===== src/rtl/poly_host_driver.sv =====
// Host-side sequencer for a Go/DataIn quadratic evaluator: takes A/B/C/X on a
// request handshake, pulses them out on Go/DataIn, and returns the result or a timeout.
module poly_host_driver #(
  parameter int DATA_W         = 8,
  parameter int GO_HIGH_CYCLES = 2,
  parameter int GO_LOW_CYCLES  = 1,
  parameter int TIMEOUT        = 32
) (
  input  logic              Clock,
  input  logic              Resetn,
  input  logic              req_valid,
  output logic              req_ready,
  input  logic [DATA_W-1:0] req_a,
  input  logic [DATA_W-1:0] req_b,
  input  logic [DATA_W-1:0] req_c,
  input  logic [DATA_W-1:0] req_x,
  output logic              Go,
  output logic [DATA_W-1:0] DataIn,
  input  logic [DATA_W-1:0] DataResult,
  input  logic              ResultValid,
  output logic              resp_valid,
  input  logic              resp_ready,
  output logic [DATA_W-1:0] resp_data,
  output logic              resp_err
);

  localparam int PH_MAX = (GO_HIGH_CYCLES > GO_LOW_CYCLES) ? GO_HIGH_CYCLES : GO_LOW_CYCLES;
  localparam int PH_W   = $clog2(PH_MAX + 1);
  localparam int TO_W   = $clog2(TIMEOUT + 1);

  typedef enum logic [2:0] {
    S_IDLE,
    S_DRIVE_HI,
    S_DRIVE_LO,
    S_WAIT_RES,
    S_RESP
  } state_e;

  state_e                       state_q, state_d;
  logic [3:0][DATA_W-1:0]       opnd_q, opnd_d;
  logic [1:0]                   idx_q, idx_d;
  logic [PH_W-1:0]              ph_cnt_q, ph_cnt_d;
  logic [TO_W-1:0]              to_cnt_q, to_cnt_d;
  logic                         go_q, go_d;
  logic [DATA_W-1:0]            data_in_q, data_in_d;
  logic                         req_ready_q, req_ready_d;
  logic                         resp_valid_q, resp_valid_d;
  logic [DATA_W-1:0]            resp_data_q, resp_data_d;
  logic                         resp_err_q, resp_err_d;

  // NOTE: every _d gets its current _q first, so no path through the case
  // statement leaves a signal unassigned and no latch is inferred.
  always_comb begin
    state_d      = state_q;
    opnd_d       = opnd_q;
    idx_d        = idx_q;
    ph_cnt_d     = ph_cnt_q;
    to_cnt_d     = to_cnt_q;
    go_d         = go_q;
    data_in_d    = data_in_q;
    req_ready_d  = req_ready_q;
    resp_valid_d = resp_valid_q;
    resp_data_d  = resp_data_q;
    resp_err_d   = resp_err_q;

    unique case (state_q)
      S_IDLE: begin
        if (req_valid) begin
          opnd_d      = {req_x, req_c, req_b, req_a};
          idx_d       = 2'd0;
          ph_cnt_d    = '0;
          go_d        = 1'b1;
          data_in_d   = req_a;
          req_ready_d = 1'b0;
          state_d     = S_DRIVE_HI;
        end
      end

      S_DRIVE_HI: begin
        if (ph_cnt_q == PH_W'(GO_HIGH_CYCLES - 1)) begin
          ph_cnt_d = '0;
          go_d     = 1'b0;
          state_d  = S_DRIVE_LO;
        end else begin
          ph_cnt_d = ph_cnt_q + 1'b1;
        end
      end

      S_DRIVE_LO: begin
        if (ph_cnt_q == PH_W'(GO_LOW_CYCLES - 1)) begin
          ph_cnt_d = '0;
          if (idx_q != 2'd3) begin
            // DataIn only moves here, at the start of the next high phase.
            idx_d     = idx_q + 2'd1;
            data_in_d = opnd_q[idx_q + 2'd1];
            go_d      = 1'b1;
            state_d   = S_DRIVE_HI;
          end else begin
            to_cnt_d = '0;
            state_d  = S_WAIT_RES;
          end
        end else begin
          ph_cnt_d = ph_cnt_q + 1'b1;
        end
      end

      S_WAIT_RES: begin
        // A result arriving on the timeout edge takes priority over the error.
        if (ResultValid) begin
          resp_data_d  = DataResult;
          resp_err_d   = 1'b0;
          resp_valid_d = 1'b1;
          state_d      = S_RESP;
        end else if (to_cnt_q == TO_W'(TIMEOUT - 1)) begin
          resp_data_d  = '0;
          resp_err_d   = 1'b1;
          resp_valid_d = 1'b1;
          state_d      = S_RESP;
        end else begin
          to_cnt_d = to_cnt_q + 1'b1;
        end
      end

      S_RESP: begin
        if (resp_ready) begin
          resp_valid_d = 1'b0;
          req_ready_d  = 1'b1;
          state_d      = S_IDLE;
        end
      end

      default: begin
        go_d         = 1'b0;
        req_ready_d  = 1'b1;
        resp_valid_d = 1'b0;
        state_d      = S_IDLE;
      end
    endcase
  end

  // NOTE: the operand registers are only a 4-entry bank, so they are reset along
  // with the control state rather than left to power up unknown.
  always_ff @(posedge Clock or negedge Resetn) begin
    if (!Resetn) begin
      state_q      <= S_IDLE;
      opnd_q       <= '0;
      idx_q        <= 2'd0;
      ph_cnt_q     <= '0;
      to_cnt_q     <= '0;
      go_q         <= 1'b0;
      data_in_q    <= '0;
      req_ready_q  <= 1'b1;
      resp_valid_q <= 1'b0;
      resp_data_q  <= '0;
      resp_err_q   <= 1'b0;
    end else begin
      // NOTE: non-blocking assignments keep every flop sampling pre-edge values.
      state_q      <= state_d;
      opnd_q       <= opnd_d;
      idx_q        <= idx_d;
      ph_cnt_q     <= ph_cnt_d;
      to_cnt_q     <= to_cnt_d;
      go_q         <= go_d;
      data_in_q    <= data_in_d;
      req_ready_q  <= req_ready_d;
      resp_valid_q <= resp_valid_d;
      resp_data_q  <= resp_data_d;
      resp_err_q   <= resp_err_d;
    end
  end

  assign req_ready  = req_ready_q;
  assign Go         = go_q;
  assign DataIn     = data_in_q;
  assign resp_valid = resp_valid_q;
  assign resp_data  = resp_data_q;
  assign resp_err   = resp_err_q;

endmodule


===== config.mk =====
export PLATFORM = sky130hd
export DESIGN_NAME = poly_host_driver
export DESIGN_NICKNAME = d
export VERILOG_FILES = /design/src/rtl/poly_host_driver.sv
export SDC_FILE = /design/constraint.sdc
export NUM_CORES = 1
export LEC_CHECK = 0
export ABC_AREA = 1
export CAP_MARGIN = 20
export CORE_ASPECT_RATIO = 1.4
export CORE_UTILIZATION = 51
export DETAILED_ROUTE_END_ITERATION = 7
export GPL_TIMING_DRIVEN = 0
export MAX_ROUTING_LAYER = met4
export PLACE_DENSITY = 0.79
export RECOVER_POWER = 100
export SLEW_MARGIN = 20
export SYNTH_ARGS = -nofsm -noshare
export SYNTH_HDL_FRONTEND = slang
export SYNTH_SLANG_ARGS = --single-unit

===== constraint.sdc =====
create_clock -name Clock -period 1.6 [get_ports Clock]
set_input_delay 0.24 -clock Clock [delete_from_list [all_inputs] [get_ports Clock]]
set_output_delay 0.24 -clock Clock [all_outputs]
set_load 0.05 [all_outputs]

Word-level counts from Yosys, hierarchy flattened
Cells that the tools add are included.

storage, ports and cells
  register bits = 65
  output and inout bits = 20
  word-level logic and storage cells = 96
  input bits = 45

cells by class
  multiplexer cells = 41
  bitwise operators = 3
  equal/unequal tests = 16
  $add $sub $neg = 3
  $lt $le $gt $ge = 1
  reductions and logical operators = 18

operators with widths
  operator             count
  $mux 8               6
  $mux 6               4
  $mux 3               6
  $ne 2x2->1 const B   9
  $bmux 8 s2           1
  $pmux 8 s2           1
  $pmux 3 s5           1
  $reduce_and 5->1     3
  $mux 2               6
  $pmux 6 s2           1
  $mux 1               10
  $add 6x1->6 const B  1
  $eq 3x2->1 const B   2
  $eq 6x5->1 const B   1
  $pmux 1 s3           2
  $pmux 2 s3           1
  $reduce_and 2->1     3
  $reduce_and 3->1     2
  $reduce_bool 2->1    3
  $reduce_or 3->1      2
  $add 2x1->2 const B  2
  $pmux 1 s4           1
  $pmux 2 s2           1
  $reduce_and 4->1     1
  other kinds (10)     12

Logic depth before layout (Yosys ltp)
  word-level depth = 6
  gate-level depth with buffers = 9
  mapped depth without buffers = 9

Least setup slack after synthesis
OpenSTA, ideal clock, no wires.

  path type = register to register
  from = register to_cnt_q[0]
  to = register resp_valid_q, in the netlist resp_valid
  setup time = 123 ps
  path buffers = 0
  period minus slack after synthesis = 1295 ps
  setup slack = 305 ps
  data required time = 1477 ps
  stages on the path, launching flop included = 9
  arrival = 1172 ps
  cell sequence = dfrtp_1 ha_1 nand2_1 nor2_2 nand2_1 nand2_1 nand2_1 o21ai_0 nand2_1

between the ends
  longest elaborated chain between the ends = 3

ends and longest elaborated chain
  element                     line  text
  start: declaration          43    logic [TO_W-1:0] to_cnt_q, to_cnt_d;
  start signal: assignment    162   to_cnt_q <= to_cnt_d;
  $eq 6x5->1                  114   end else if (to_cnt_q == TO_W'(TIMEOUT - 1)) begin
  $ne 3x3->1 (no line)        -
  $reduce_and 3->1 (no line)  -
  end signal: assignment      166   resp_valid_q <= resp_valid_d;
  end: declaration            47    logic resp_valid_q, resp_valid_d;

Every way passes these cells.
A chain may end at the register's enable or synchronous reset.

Final worst setup path
  from = register idx_q[0]
  to = register data_in_q[1], in the netlist DataIn[1]

between the ends
  longest elaborated chain between the ends = 6
  elaborated cells between the ends (all ways) = 9
  classes of those cells = 1 x add/sub; 2 x eq/ne; 5 x mux; 1 x reduce/logical

ends and longest elaborated chain
  element                       line  text
  start: declaration            41    logic [1:0] idx_q, idx_d;
  start signal: assignment      160   idx_q <= idx_d;
  $add 2x1->2                   95    data_in_d = opnd_q[idx_q + 2'd1];
  $bmux 8 s2                    95
  $mux 8 (not written as such)  95
  $mux 8                        92    if (idx_q != 2'd3) begin
  $mux 8                        90    if (ph_cnt_q == PH_W'(GO_LOW_CYCLES - 1)) begin
  $pmux 8 s2                    66    unique case (state_q)
  end signal: assignment        164   data_in_q <= data_in_d;
  end: declaration              45    logic [DATA_W-1:0] data_in_q, data_in_d;

Parallel ways exist; a longest one is shown, timed or not. The select of a mux whose other input is x is not followed.

==> results.py <==
metrics = {
    "run_status": {
        "run_status": "completed",
    },
    "finish": {
        "nets": 527,
        "antennaDiodeCount": 0,
        "seq_area_sq_um": 1628,
        "fin_area_sq_um": 4126,
        "post-route-util_pct": 69.40,
        "layout-drive-gt1-share_pct": 11.00,
        "area_growth_pct": 29.89,
        "num-fill-cells": 515,
        "multiInputGateArea_sq_um": 1280,
    },
    "critical_path": {
        "path_cells": "ha_1, clkbuf_4, nand3_1, nand3_1, nand3_1, nand2_1",
        "cp-startpoint": "idx_q[0]$_DFFE_PN0P_",
        "critical_path.max_fanout": 10,
        "worstReg2RegStart": "idx_q[0]$_DFFE_PN0P_",
        "cp_slowest_cell": "dfrtp_1",
        "critPathLaunchType": "flop",
        "max_stage_delay_ps": 460,
        "critPathCaptureType": "flop",
        "crit_type": "reg -> reg",
        "required_ps": 1840,
        "cp_common_cell": "nand3_1",
        "worstPathArrival_ps": 1760,
    },
    "yosys": {
        "synth.avg_cell_area_sq_um": 7.962,
        "synth_compound_area_share_pct": 9.216,
        "synth.distinct_cells": 28,
        "muxShareOfSynthArea_pct": 0.7089,
        "synth_nets": 449,
        "synth_top_family_by_area": "simple AND/OR/NAND/NOR gates",
        "netlist_instances": 399,
        "synth_xor_xnor_area_share_pct": 0.2757,
        "yosysWarnings": 0,
        "syn_area_sq_um": 3177,
        "seq_area_frac_synth_pct": 51.24,
        "ys_ff_latch": 65,
        "yosys.area_share.simple_pct": 27.88,
        "synth_fa_ha_area_share_pct": 1.969,
    },
    "die": {
        "start_util_pct": 53.43,
        "die_w_microns": 68.71,
        "die_h_microns": 95.39,
        "core_area_sq_um": 5946,
        "die_area_sq_um": 6553,
        "num_rows": 33,
        "ios": 65,
    },
    "clocking": {
        "cts-root-buf": "clkbuf_8",
        "cts_tree": "built",
        "clkLatencyLatePin_ps": 350,
        "clock_sinks": 65,
        "htree_levels": 3,
        "clk_path_buf_depth": 2,
        "cts.clk_slew.worst_paths_ps": 80,
        "cts_buffers": 9,
    },
    "sta": {
        "clock-skew-final_ps": 10.28,
        "maxSlewViolCount": 0,
        "worstMarginPinSlew_ps": 614.4,
        "min_period_ps": 1520,
        "setup_viol": 0,
        "max_slew_margin_pct": 59.04,
        "max_freq_mhz": 657.9,
        "period_share_pct": 95.00,
        "hold_viol_final": 0,
    },
    "power": {
        "power.density_nw_per_um2": 1930,
        "power_mw": 7.965,
        "p_leak_nw": 2.098,
        "ir_worst_vdd_mv": 0.9993,
    },
    "routing": {
        "viasPerCell": 5.152,
        "wl_per_cell_microns": 13.53,
        "dr.first_iter.drc_count": 116,
        "drc_errors": 0,
        "wirelength_mm": 7.469,
        "vias": 2844,
        "drt_pass1_iterations": 4,
        "drtAntennaViolNets": 0,
    },
    "global_route": {
        "grt_start_max_net_pins": 56,
        "gr-usage-all-layers_pct": 26.32,
        "antenna_found_initial": 0,
        "grt_pass1_vias": 2809,
        "globalRouteOverflowTotal": 0,
        "grt_pass1_wl_mm": 12.25,
    },
    "placement": {
        "post_dp_cell_area_sq_um": 3930,
        "numPortBuffers": 64,
        "hpwl_mm": 5.385,
        "place_congestion": 0.8628,
    },
    "job": {
        "maxCapViolations": 0,
    },
    "worst_hold_path": {
        "hold_path_class": "in -> async",
    },
}
## metrics by stage
step	setup TNS, ps	hold WS (ps)	setup slack, ps	cells
6_report	0	408.9	80.03	552
5_1_grt	-51.12	451.9	-51.12	552
4_1_cts	0	269.0	50.86	551
3_5_place_dp	0	92.62	60.55	534
3_3_place_gp	-117240	451.5	-1818	533
2_1_floorplan	0	-55.59	304.8	399
## where the power goes
group	switching, mW	leakage [nW]	total [mW]	internal (mW)
clock	0.642	0.0995	1.52	0.875
sequential	0.347	0.780	2.70	2.35
combinational	2.57	1.22	3.75	1.18
## synthesized netlist by cell type
library cell / number / area [sq um]
nand2_1: 120 / 450.4
dfrtp_1: 64 / 1602
inv_1: 47 / 176.4
nand3_1: 35 / 175.2
nor2_1: 32 / 120.1
a21oi_1: 26 / 130.1
o21ai_0: 23 / 115.1
buf_2: 11 / 55.05
ha_1: 5 / 62.56
nand3_2: 5 / 50.05
inv_2: 4 / 15.01
nand2_2: 3 / 18.77
o21ai_1: 3 / 15.01
buf_6: 2 / 22.52
mux2_2: 2 / 22.52
nor2_2: 2 / 12.51
nor2_4: 2 / 22.52
o211ai_1: 2 / 15.01
or2_2: 2 / 12.51
clkbuf_1: 1 / 3.750
clkinv_1: 1 / 3.750
dfstp_2: 1 / 26.28
nand3b_1: 1 / 7.510
nand4_1: 1 / 6.260
nor3_2: 1 / 10.01
o21ai_2: 1 / 8.760
o221ai_1: 1 / 8.760
xor2_1: 1 / 8.760
## per-layer routing
layer	vias up	global-route usage, %	part of all wire, %
li1	1407	-	-
met1	1345	29.55	41
met2	79	46.49	54
met3	13	4.306	3.2
met4	0	8.673	1.8
met5	-	-	0
## timing repair
action	CTS	global route
buffers inserted	0	1
gates cloned	0	0
setup endpoints to repair	20	10
pin swaps	0	0
hold buffers	1	0
endpoints found under the hold margin	10	0
resized for setup	22	6
## registers in the layout, indices dropped and copies added (netlist names)
name,cells
to_cnt_q,6
resp_err,1
resp_valid,1
req_ready,1
DataIn,8
state_q,3
Go,1
opnd_q,32
idx_q,2
ph_cnt_q,2
resp_data,8
## kinds of logic (layout without fill, tap and decap cells)
| kind of cell | count (synthesis) | after routing |
|---|---|---|
| AO/OA/AOI/OAI | 56 | 56 |
| XOR/XNOR | 1 | 1 |
| buffers and inverters | 66 | 149 |
| AND/OR/NAND/NOR | 204 | 204 |
| adder cells (fa/ha/maj) | 5 | 5 |
| flip-flops | 65 | 65 |
| multiplexers | 2 | 2 |
## layout make-up
type | count | share of cell area, %
flip-flops and latches | 65 | 39.45
multi-input cells | 268 | 31.02
repair buffers | 67 | 15.52
inverters | 52 | 4.730
clock buffers | 11 | 3.184
well taps | 70 | 2.122
plain buffers | 14 | 2.032
clock inverters | 5 | 1.941
## path summary, 6_finish.rpt
path	end	slack [ps]	cells after the start
setup / recovery	DataIn[1]$_DFFE_PN0P_	80	6
hold reg to reg	resp_data[6]$_DFFE_PN0P_	470	2
min in group Clock	resp_data[4]$_DFFE_PN0P_	430	3
max in group asynchronous	req_ready$_DFFE_PN1P_	280	3
hold / removal	opnd_q[25]$_DFFE_PN0P_	410	2
setup reg to reg	DataIn[1]$_DFFE_PN0P_	80	6
## critical path: cells and delay by family (launching register included)
kind / cells / cell delay [ps]
flops: 1 / 460
simple gates: 4 / 400
fa+ha+maj: 1 / 360
buf+inv: 1 / 200
## cells in the final DEF (no fill, tap or decap), drive strengths merged
master           n
nand2          123
dfrtp           64
inv             51
clkdlybuf4s50   43
nand3           40
nor2            36
o21ai           27
a21oi           26
dlygate4sd2     19
clkbuf          18
buf             10
ha               5
o211ai           2
mux2             2
or2              2
clkinvlp         2
bufinv           2
clkinv           2
nor3             1
nand4            1
o221ai           1
xor2             1
nand3b           1
dlygate4sd3      1
clkdlybuf4s15    1
dfstp            1
(Power assumes the default switching activity.)
